[src/rtl/mouse_tracker_if.sv]
// mouse_tracker_if: groups the PS/2 byte stream, configuration write port and
// tracker outputs into one bundle.
//   master: drives rx_data/rx_valid and the cfg_* write port, observes outputs
//   slave : the tracker itself; consumes bytes/config, drives mouse_* and sync_error
interface mouse_tracker_if #(
  parameter int unsigned COORD_W = 11
);
  logic [7:0]         rx_data;
  logic               rx_valid;
  logic               cfg_we;
  logic [1:0]         cfg_sel;
  logic [COORD_W-1:0] cfg_value;
  logic [COORD_W-1:0] mouse_x;
  logic [COORD_W-1:0] mouse_y;
  logic [2:0]         mouse_buttons;
  logic               mouse_event;
  logic               sync_error;

  modport master (
    output rx_data, rx_valid, cfg_we, cfg_sel, cfg_value,
    input  mouse_x, mouse_y, mouse_buttons, mouse_event, sync_error
  );

  modport slave (
    input  rx_data, rx_valid, cfg_we, cfg_sel, cfg_value,
    output mouse_x, mouse_y, mouse_buttons, mouse_event, sync_error
  );
endinterface

[src/rtl/mouse_tracker.sv]
// mouse_tracker: assembles 3-byte PS/2 mouse packets and integrates the motion
// into a clamped (x, y) cursor position with software-writable position/limits.
//   clock : rising-edge clock for all state
//   reset : asynchronous active-low reset
//   bus   : mouse_tracker_if.slave -- rx_data/rx_valid byte stream, cfg_we/cfg_sel/
//           cfg_value writes (0 X pos, 1 Y pos, 2 X max, 3 Y max), mouse_x/mouse_y/
//           mouse_buttons outputs, mouse_event and sync_error one-cycle pulses
module mouse_tracker #(
  parameter int unsigned COORD_W  = 11,
  parameter int unsigned MAX_X    = 639,
  parameter int unsigned MAX_Y    = 479,
  parameter int unsigned TIMEOUT  = 2000000,
  parameter bit          INVERT_Y = 1'b1
) (
  input logic            clock,
  input logic            reset,
  mouse_tracker_if.slave bus
);

  localparam int unsigned SW   = COORD_W + 2;
  localparam int unsigned CntW = (TIMEOUT > 2) ? $clog2(TIMEOUT) : 1;

  typedef enum logic [1:0] {StByte0, StByte1, StByte2, StUpdate} state_e;

  // Only the header bits that matter; buttons already in {left, middle, right} order.
  typedef struct packed {
    logic       y_ovf;
    logic       x_ovf;
    logic       y_sign;
    logic       x_sign;
    logic [2:0] btn;
  } hdr_t;

  state_e             state_q, state_d;
  hdr_t               hdr_q, hdr_d;
  logic [7:0]         dx_q, dx_d, dy_q, dy_d;
  logic [CntW-1:0]    idle_q, idle_d;
  logic [COORD_W-1:0] x_q, x_d, y_q, y_d, max_x_q, max_x_d, max_y_q, max_y_d;
  logic [2:0]         btn_q, btn_d;
  logic               event_q, event_d, sync_q, sync_d;

  logic signed [8:0]    dx, dy;
  logic signed [SW-1:0] x_sum, y_sum, dx_ext, dy_ext, x_ext, y_ext;

  function automatic logic [COORD_W-1:0] clamp(logic signed [SW-1:0] v,
                                               logic [COORD_W-1:0] mx);
    if (v < 0) return '0;
    if (v > $signed({2'b00, mx})) return mx;
    return v[COORD_W-1:0];
  endfunction

  function automatic logic [COORD_W-1:0] umin(logic [COORD_W-1:0] a, logic [COORD_W-1:0] b);
    return (a > b) ? b : a;
  endfunction

  // Overflow saturates toward the sign of the delta.
  always_comb begin
    dx = $signed({hdr_q.x_sign, dx_q});
    dy = $signed({hdr_q.y_sign, dy_q});
    if (hdr_q.x_ovf) dx = hdr_q.x_sign ? 9'sh100 : 9'sh0FF;
    if (hdr_q.y_ovf) dy = hdr_q.y_sign ? 9'sh100 : 9'sh0FF;
    dx_ext = {{(SW-9){dx[8]}}, dx};
    dy_ext = {{(SW-9){dy[8]}}, dy};
    x_ext  = $signed({2'b00, x_q});
    y_ext  = $signed({2'b00, y_q});
    x_sum  = x_ext + dx_ext;
    y_sum  = INVERT_Y ? (y_ext - dy_ext) : (y_ext + dy_ext);
  end

  always_comb begin
    state_d = state_q;
    hdr_d   = hdr_q;
    dx_d    = dx_q;
    dy_d    = dy_q;
    x_d     = x_q;
    y_d     = y_q;
    btn_d   = btn_q;
    max_x_d = max_x_q;
    max_y_d = max_y_q;
    event_d = 1'b0;
    sync_d  = 1'b0;
    idle_d  = (bus.rx_valid || state_q == StByte0) ? '0 : idle_q + 1'b1;

    unique case (state_q)
      StByte0, StUpdate: begin
        if (state_q == StUpdate) begin
          event_d = 1'b1;
          x_d     = clamp(x_sum, max_x_q);
          y_d     = clamp(y_sum, max_y_q);
          btn_d   = hdr_q.btn;
        end
        state_d = StByte0;
        // A byte landing in UPDATE is already the next packet's header candidate.
        if (bus.rx_valid) begin
          if (bus.rx_data[3]) begin
            hdr_d   = '{y_ovf:  bus.rx_data[7], x_ovf: bus.rx_data[6],
                        y_sign: bus.rx_data[5], x_sign: bus.rx_data[4],
                        btn:    {bus.rx_data[0], bus.rx_data[2], bus.rx_data[1]}};
            state_d = StByte1;
          end else begin
            sync_d = 1'b1;
          end
        end
      end
      StByte1: begin
        if (bus.rx_valid) begin
          dx_d    = bus.rx_data;
          state_d = StByte2;
        end else if (idle_q == CntW'(TIMEOUT - 1)) begin
          state_d = StByte0;
          sync_d  = 1'b1;
        end
      end
      StByte2: begin
        if (bus.rx_valid) begin
          dy_d    = bus.rx_data;
          state_d = StUpdate;
        end else if (idle_q == CntW'(TIMEOUT - 1)) begin
          state_d = StByte0;
          sync_d  = 1'b1;
        end
      end
      default: state_d = StByte0;
    endcase

    // Config writes override the packet result for their own axis.
    if (bus.cfg_we) begin
      unique case (bus.cfg_sel)
        2'd0: x_d = umin(bus.cfg_value, max_x_q);
        2'd1: y_d = umin(bus.cfg_value, max_y_q);
        2'd2: begin
          max_x_d = bus.cfg_value;
          x_d     = umin(x_q, bus.cfg_value);
        end
        2'd3: begin
          max_y_d = bus.cfg_value;
          y_d     = umin(y_q, bus.cfg_value);
        end
        default: ;
      endcase
    end
  end

  always_ff @(posedge clock or negedge reset) begin
    if (!reset) begin
      state_q <= StByte0;
      hdr_q   <= '0;
      dx_q    <= '0;
      dy_q    <= '0;
      idle_q  <= '0;
      x_q     <= '0;
      y_q     <= '0;
      btn_q   <= '0;
      max_x_q <= COORD_W'(MAX_X);
      max_y_q <= COORD_W'(MAX_Y);
      event_q <= 1'b0;
      sync_q  <= 1'b0;
    end else begin
      state_q <= state_d;
      hdr_q   <= hdr_d;
      dx_q    <= dx_d;
      dy_q    <= dy_d;
      idle_q  <= idle_d;
      x_q     <= x_d;
      y_q     <= y_d;
      btn_q   <= btn_d;
      max_x_q <= max_x_d;
      max_y_q <= max_y_d;
      event_q <= event_d;
      sync_q  <= sync_d;
    end
  end

  assign bus.mouse_x       = x_q;
  assign bus.mouse_y       = y_q;
  assign bus.mouse_buttons = btn_q;
  assign bus.mouse_event   = event_q;
  assign bus.sync_error    = sync_q;

endmodule

[src/flat_wrapper.sv]
// flat-port wrapper written by rule: the top's interface ports become plain ports
module mouse_tracker_flat 
#(
  parameter int unsigned COORD_W  = 11,
  parameter int unsigned MAX_X    = 639,
  parameter int unsigned MAX_Y    = 479,
  parameter int unsigned TIMEOUT  = 2000000,
  parameter bit          INVERT_Y = 1'b1
)
  (clock, reset, bus_rx_data, bus_rx_valid, bus_cfg_we, bus_cfg_sel, bus_cfg_value, bus_mouse_x, bus_mouse_y, bus_mouse_buttons, bus_mouse_event, bus_sync_error);
  mouse_tracker_if #(.COORD_W(COORD_W)) bus_i ();
  input logic clock;
  input logic reset;
  input wire logic [$bits(bus_i.rx_data)-1:0] bus_rx_data;
  input wire logic [$bits(bus_i.rx_valid)-1:0] bus_rx_valid;
  input wire logic [$bits(bus_i.cfg_we)-1:0] bus_cfg_we;
  input wire logic [$bits(bus_i.cfg_sel)-1:0] bus_cfg_sel;
  input wire logic [$bits(bus_i.cfg_value)-1:0] bus_cfg_value;
  output wire logic [$bits(bus_i.mouse_x)-1:0] bus_mouse_x;
  output wire logic [$bits(bus_i.mouse_y)-1:0] bus_mouse_y;
  output wire logic [$bits(bus_i.mouse_buttons)-1:0] bus_mouse_buttons;
  output wire logic [$bits(bus_i.mouse_event)-1:0] bus_mouse_event;
  output wire logic [$bits(bus_i.sync_error)-1:0] bus_sync_error;
  assign bus_i.rx_data = bus_rx_data;
  assign bus_i.rx_valid = bus_rx_valid;
  assign bus_i.cfg_we = bus_cfg_we;
  assign bus_i.cfg_sel = bus_cfg_sel;
  assign bus_i.cfg_value = bus_cfg_value;
  assign bus_mouse_x = bus_i.mouse_x;
  assign bus_mouse_y = bus_i.mouse_y;
  assign bus_mouse_buttons = bus_i.mouse_buttons;
  assign bus_mouse_event = bus_i.mouse_event;
  assign bus_sync_error = bus_i.sync_error;
  mouse_tracker #(.COORD_W(COORD_W), .MAX_X(MAX_X), .MAX_Y(MAX_Y), .TIMEOUT(TIMEOUT), .INVERT_Y(INVERT_Y)) u_core (.clock(clock), .reset(reset), .bus(bus_i));
endmodule
[config.mk]
export PLATFORM = sky130hd
export DESIGN_NAME = mouse_tracker_flat
export DESIGN_NICKNAME = d
export VERILOG_FILES = /design/src/rtl/mouse_tracker_if.sv /design/src/rtl/mouse_tracker.sv /design/src/flat_wrapper.sv
export SDC_FILE = /design/constraint.sdc
export NUM_CORES = 1
export LEC_CHECK = 0
export ABC_AREA = 1
export CAP_MARGIN = 40
export CELL_PAD_IN_SITES_DETAIL_PLACEMENT = 1
export CELL_PAD_IN_SITES_GLOBAL_PLACEMENT = 1
export CORE_ASPECT_RATIO = 0.9
export CORE_UTILIZATION = 30
export CTS_BUF_LIST = sky130_fd_sc_hd__clkbuf_2
export CTS_CLUSTER_DIAMETER = 150
export DETAILED_ROUTE_END_ITERATION = 16
export GPL_TIMING_DRIVEN = 0
export PLACE_DENSITY = 0.58
export SLEW_MARGIN = 10
export SYNTH_ARGS = -nofsm -noshare
export SYNTH_HDL_FRONTEND = slang
export SYNTH_SLANG_ARGS = --single-unit
[constraint.sdc]
create_clock -name clock -period 9.8 [get_ports clock]
set_input_delay 1.96 -clock clock [delete_from_list [all_inputs] [get_ports clock]]
set_output_delay 1.96 -clock clock [all_outputs]
set_load 0.05 [all_outputs]
==> flow_summary.ini <==
[cells_and_area]
fill_cells = 3200
mostFrequentLayoutCells = 274 x nand2_1, 135 x inv_1, 126 x nor2_1
layout.cells.most_common = nand2_1
final_layout_size_suffix_gt1_share_pct = 5.808
design.final.nets = 1307
post_synthesis_to_final_layout_area_growth_pct = 13.91
final_cell_area_um2 = 8942

[sta]
timing.slew.headroom_pct = 53.39
tightest_slew_ps = 696.6
final_slew_viol_count = 0
post-route-period-util_pct = 45.84
fmax_mhz = 222.6
final_period_minus_worst_setup_slack_ps = 4492
grt_setup_unrepaired = false
finalHoldViolCount = 0
finalSetupViolCount = 0
setup-tns-final_ps = 0
timing.clock.skew_ps = 42.82

[die]
fp-row-count = 55
die_x_um = 172.5
area_of_the_die_um2 = 26820
die_height_um = 155.5
initial_core_util_pct = 30.91
io-pin-count = 52
fp.coreArea_um2 = 25390

[worst_setup_path]
critPathCaptureType = flop
cp_slowest_stage_delay_ps = 430
worst-path-buf-inv = 4
reg2reg_depth = 28
r2r_slack_ps = 5310
regToRegStartpoint = u_core.hdr_q[5]$_DFFE_PN0P_
cp_top_family = simple AND/OR/NAND/NOR gates
crit_slowest_cell = fa_1
criticalPathCategory = reg -> reg
cp_data_required_time_ps = 10380
worst_ep_arrival_time_ps = 5080
timing.critical_path.from_type = flop
crit_top_cell = nand2_1
r2r-end = u_core.bus.mouse_x[7]$_DFFE_PN0P_
worst-path-max-fanout = 10

[drt]
viasPerCell = 4.907
drt_first_iter_violations = 371
detail_route.wl_per_cell_um = 17.70
met1Wirelength_um = 14630
dr_wl_met2_um = 11140
routed_wirelength_um = 27110
met3_length_um = 891
drtAntennaViolNets = 0
num_vias = 7512
topRoutingLayerUsed = met4
detail_route.drc_violations = 0
drt_pre_antenna_iters = 5

[pwr]
max-vdd-ir-drop_mv = 0.08385
cellPowerDensity_nw_per_um2 = 255.5
power.static_leakage_nw = 4.440

[synth]
synth_nets = 1244
postSynthRegisterBits = 95
synth.yosys.seq_area_share_pct = 30.54
yosys_most_used_dff = dfrtp_1
synth_top_area_share_pct = 25.18
asyncSetResetFlopFracSynth_pct = 100.0
post-synth-top-area-cell = dfrtp_1
post_synthesis_cell_area_um2 = 7850
netlist_instances = 1120
yosysWarningCount = 0
synthTopCellsByArea = dfrtp_1 25%, ha_1 15%, nand2_1 13%
synth_edf_count = 0
mapped_avg_cell_area_um2 = 7.009
synth.distinct_cells = 43

[clock_tree]
clk-insertion-delay-late_ps = 650
numCtsBuffers = 9
tritoncts_clock_tree = done
cts_resized = 0
clk_path_buf_depth = 2
ctsRootBufferMaster = clkbuf_2
ctsHtreeMaxLevel = 3
post-cts-setup-buffers = 0
cts.hold.buffers_added = 0
clock_sinks = 95
clkSlewWorstSetupHoldPaths_ps = 350

[global_route]
first_global_vias = 7606
aggregate_global_route_resource_usage_pct = 20.95
globalRouteOverflowTotal = 0
wire_length_of_the_first_global_routing_pass_um = 43410
grt_antenna_before_repair = 1
grt_start_max_net_pins = 72

[worst_hold_path]
hold_end = u_core.idle_q[20]$_DFF_PN0_
hold_path_class = reg -> reg
worstHoldStart = u_core.idle_q[20]$_DFF_PN0_
hold_path_depth = 1

[placement]
gp_congestion = 0.8031
place.port_buffers = 51
detailed_place_hpwl_um = 21640
placement.cell_area_um2 = 8817

[outcome]
outcome = complete, no violations

[job]
max_cap_violations = 0
[registers in the layout, indices dropped and copies added (netlist names), 3 cells and up]
| signal | cells |
|---|---|
| u_core.max_x_q | 11 |
| u_core.bus.mouse_x | 11 |
| u_core.bus.mouse_y | 11 |
| u_core.idle_q | 21 |
| u_core.bus.mouse_buttons | 3 |
| u_core.max_y_q | 11 |
| u_core.dx_q | 8 |
| u_core.dy_q | 8 |
| u_core.hdr_q | 7 |
[worst register-to-register path: cells and delay by family (launching register included)]
kind / cells / cell delay, ps
fa+ha+maj: 3 / 940
xor+xnor: 1 / 320
buf+inv: 4 / 740
compound gates: 3 / 550
flops: 1 / 400
simple gates: 17 / 1460
[routing by layer]
metal | GRT usage, % | vias to the layer above
met5 | 0 | -
met1 | 31.80 | 3558
met3 | 2.713 | 17
li1 | - | 3821
met4 | 4.762 | 0
met2 | 31.03 | 116
[cell usage after synthesis, types with 3 or more instances]
library cell  number
a21oi_1           95
buf_2              6
clkbuf_1          18
dfrtp_1           79
dfstp_2           16
ha_1              97
inv_1            135
inv_2              5
mux2_2             3
nand2_1          274
nand3_1           66
nand3_2            3
nand4_1           18
nor2_1           126
nor2_2             3
nor3_1            11
nor3_2             3
nor4_1             4
o2111ai_1          3
o21a_1             6
o21ai_0           98
o21bai_1           7
xnor2_1            5
xor2_1            12
[worst max-delay path by stage]
stage | slack [ps] | depth (start not counted) | startpoint | end
finish | 5310 | 28 | u_core.hdr_q[5]$_DFFE_PN0P_ | u_core.bus.mouse_x[7]$_DFFE_PN0P_
global route | 4670 | 28 | u_core.hdr_q[5]$_DFFE_PN0P_ | u_core.bus.mouse_x[8]$_DFFE_PN0P_
CTS | 5220 | 26 | u_core.hdr_q[5]$_DFFE_PN0P_ | u_core.bus.mouse_x[9]$_DFFE_PN0P_
detailed placement | 4880 | 13 | bus_cfg_value[6] | u_core.bus.mouse_x[8]$_DFFE_PN0P_
global placement | 2600 | 1 | reset | u_core.idle_q[19]$_DFF_PN0_
floorplan | 6120 | 27 | u_core.hdr_q[5]$_DFFE_PN0P_ | u_core.bus.mouse_x[9]$_DFFE_PN0P_
[report_power, final]
part	internal, W	switching (W)
combinational	0.000532	0.000958
sequential	0.000469	0.000111
clock	0.0000427	0.000172
[through the flow]
step / setup WS (ps) / total power, W / hold WS [ps] / util [%] / cells
floorplan: 6116 / 0.001619 / 432.7 / - / 1120
global placement: 2596 / 0.002056 / 449.8 / 34.61 / 1513
detailed placement: 4881 / 0.002090 / 457.1 / 34.72 / 1514
CTS: 5222 / 0.002319 / 483.9 / 35.21 / 1530
global route: 4667 / 0.002543 / 491.7 / 35.22 / 1531
finish: 5308 / 0.002285 / 479.8 / 35.22 / 1531
[area by class of cell]
type | count | area [µm²] | share of cell area, %
multi-input combinational | 856 | 4787 | 53.53
tap | 342 | 427.9 | 4.785
sequential | 95 | 2397 | 26.81
buffer | 29 | 140.1 | 1.567
inverter | 140 | 525.5 | 5.877
clock inverter | 7 | 77.57 | 0.8675
clock buffer | 9 | 45.04 | 0.5037
timing repair buffer | 52 | 539.3 | 6.030
antenna | 1 | 2.502 | 0.02798
[kinds of logic (layout without fill, tap and decap cells)]
| logic type | after synthesis | in the layout | synth area share (%) |
|---|---|---|---|
| and+or+nand+nor | 514 | 514 | 27.53 |
| AOI/OAI and AO/OA | 223 | 223 | 15.16 |
| buffers and inverters | 169 | 237 | 8.479 |
| adders and majority gates | 99 | 99 | 15.97 |
| DFF | 95 | 95 | 30.54 |
| xor gates and xnor gates | 17 | 17 | 1.897 |
| muxes | 3 | 3 | 0.4303 |
| other | 0 | 1 | 0 |
Power figures use the tool's default switching activity.
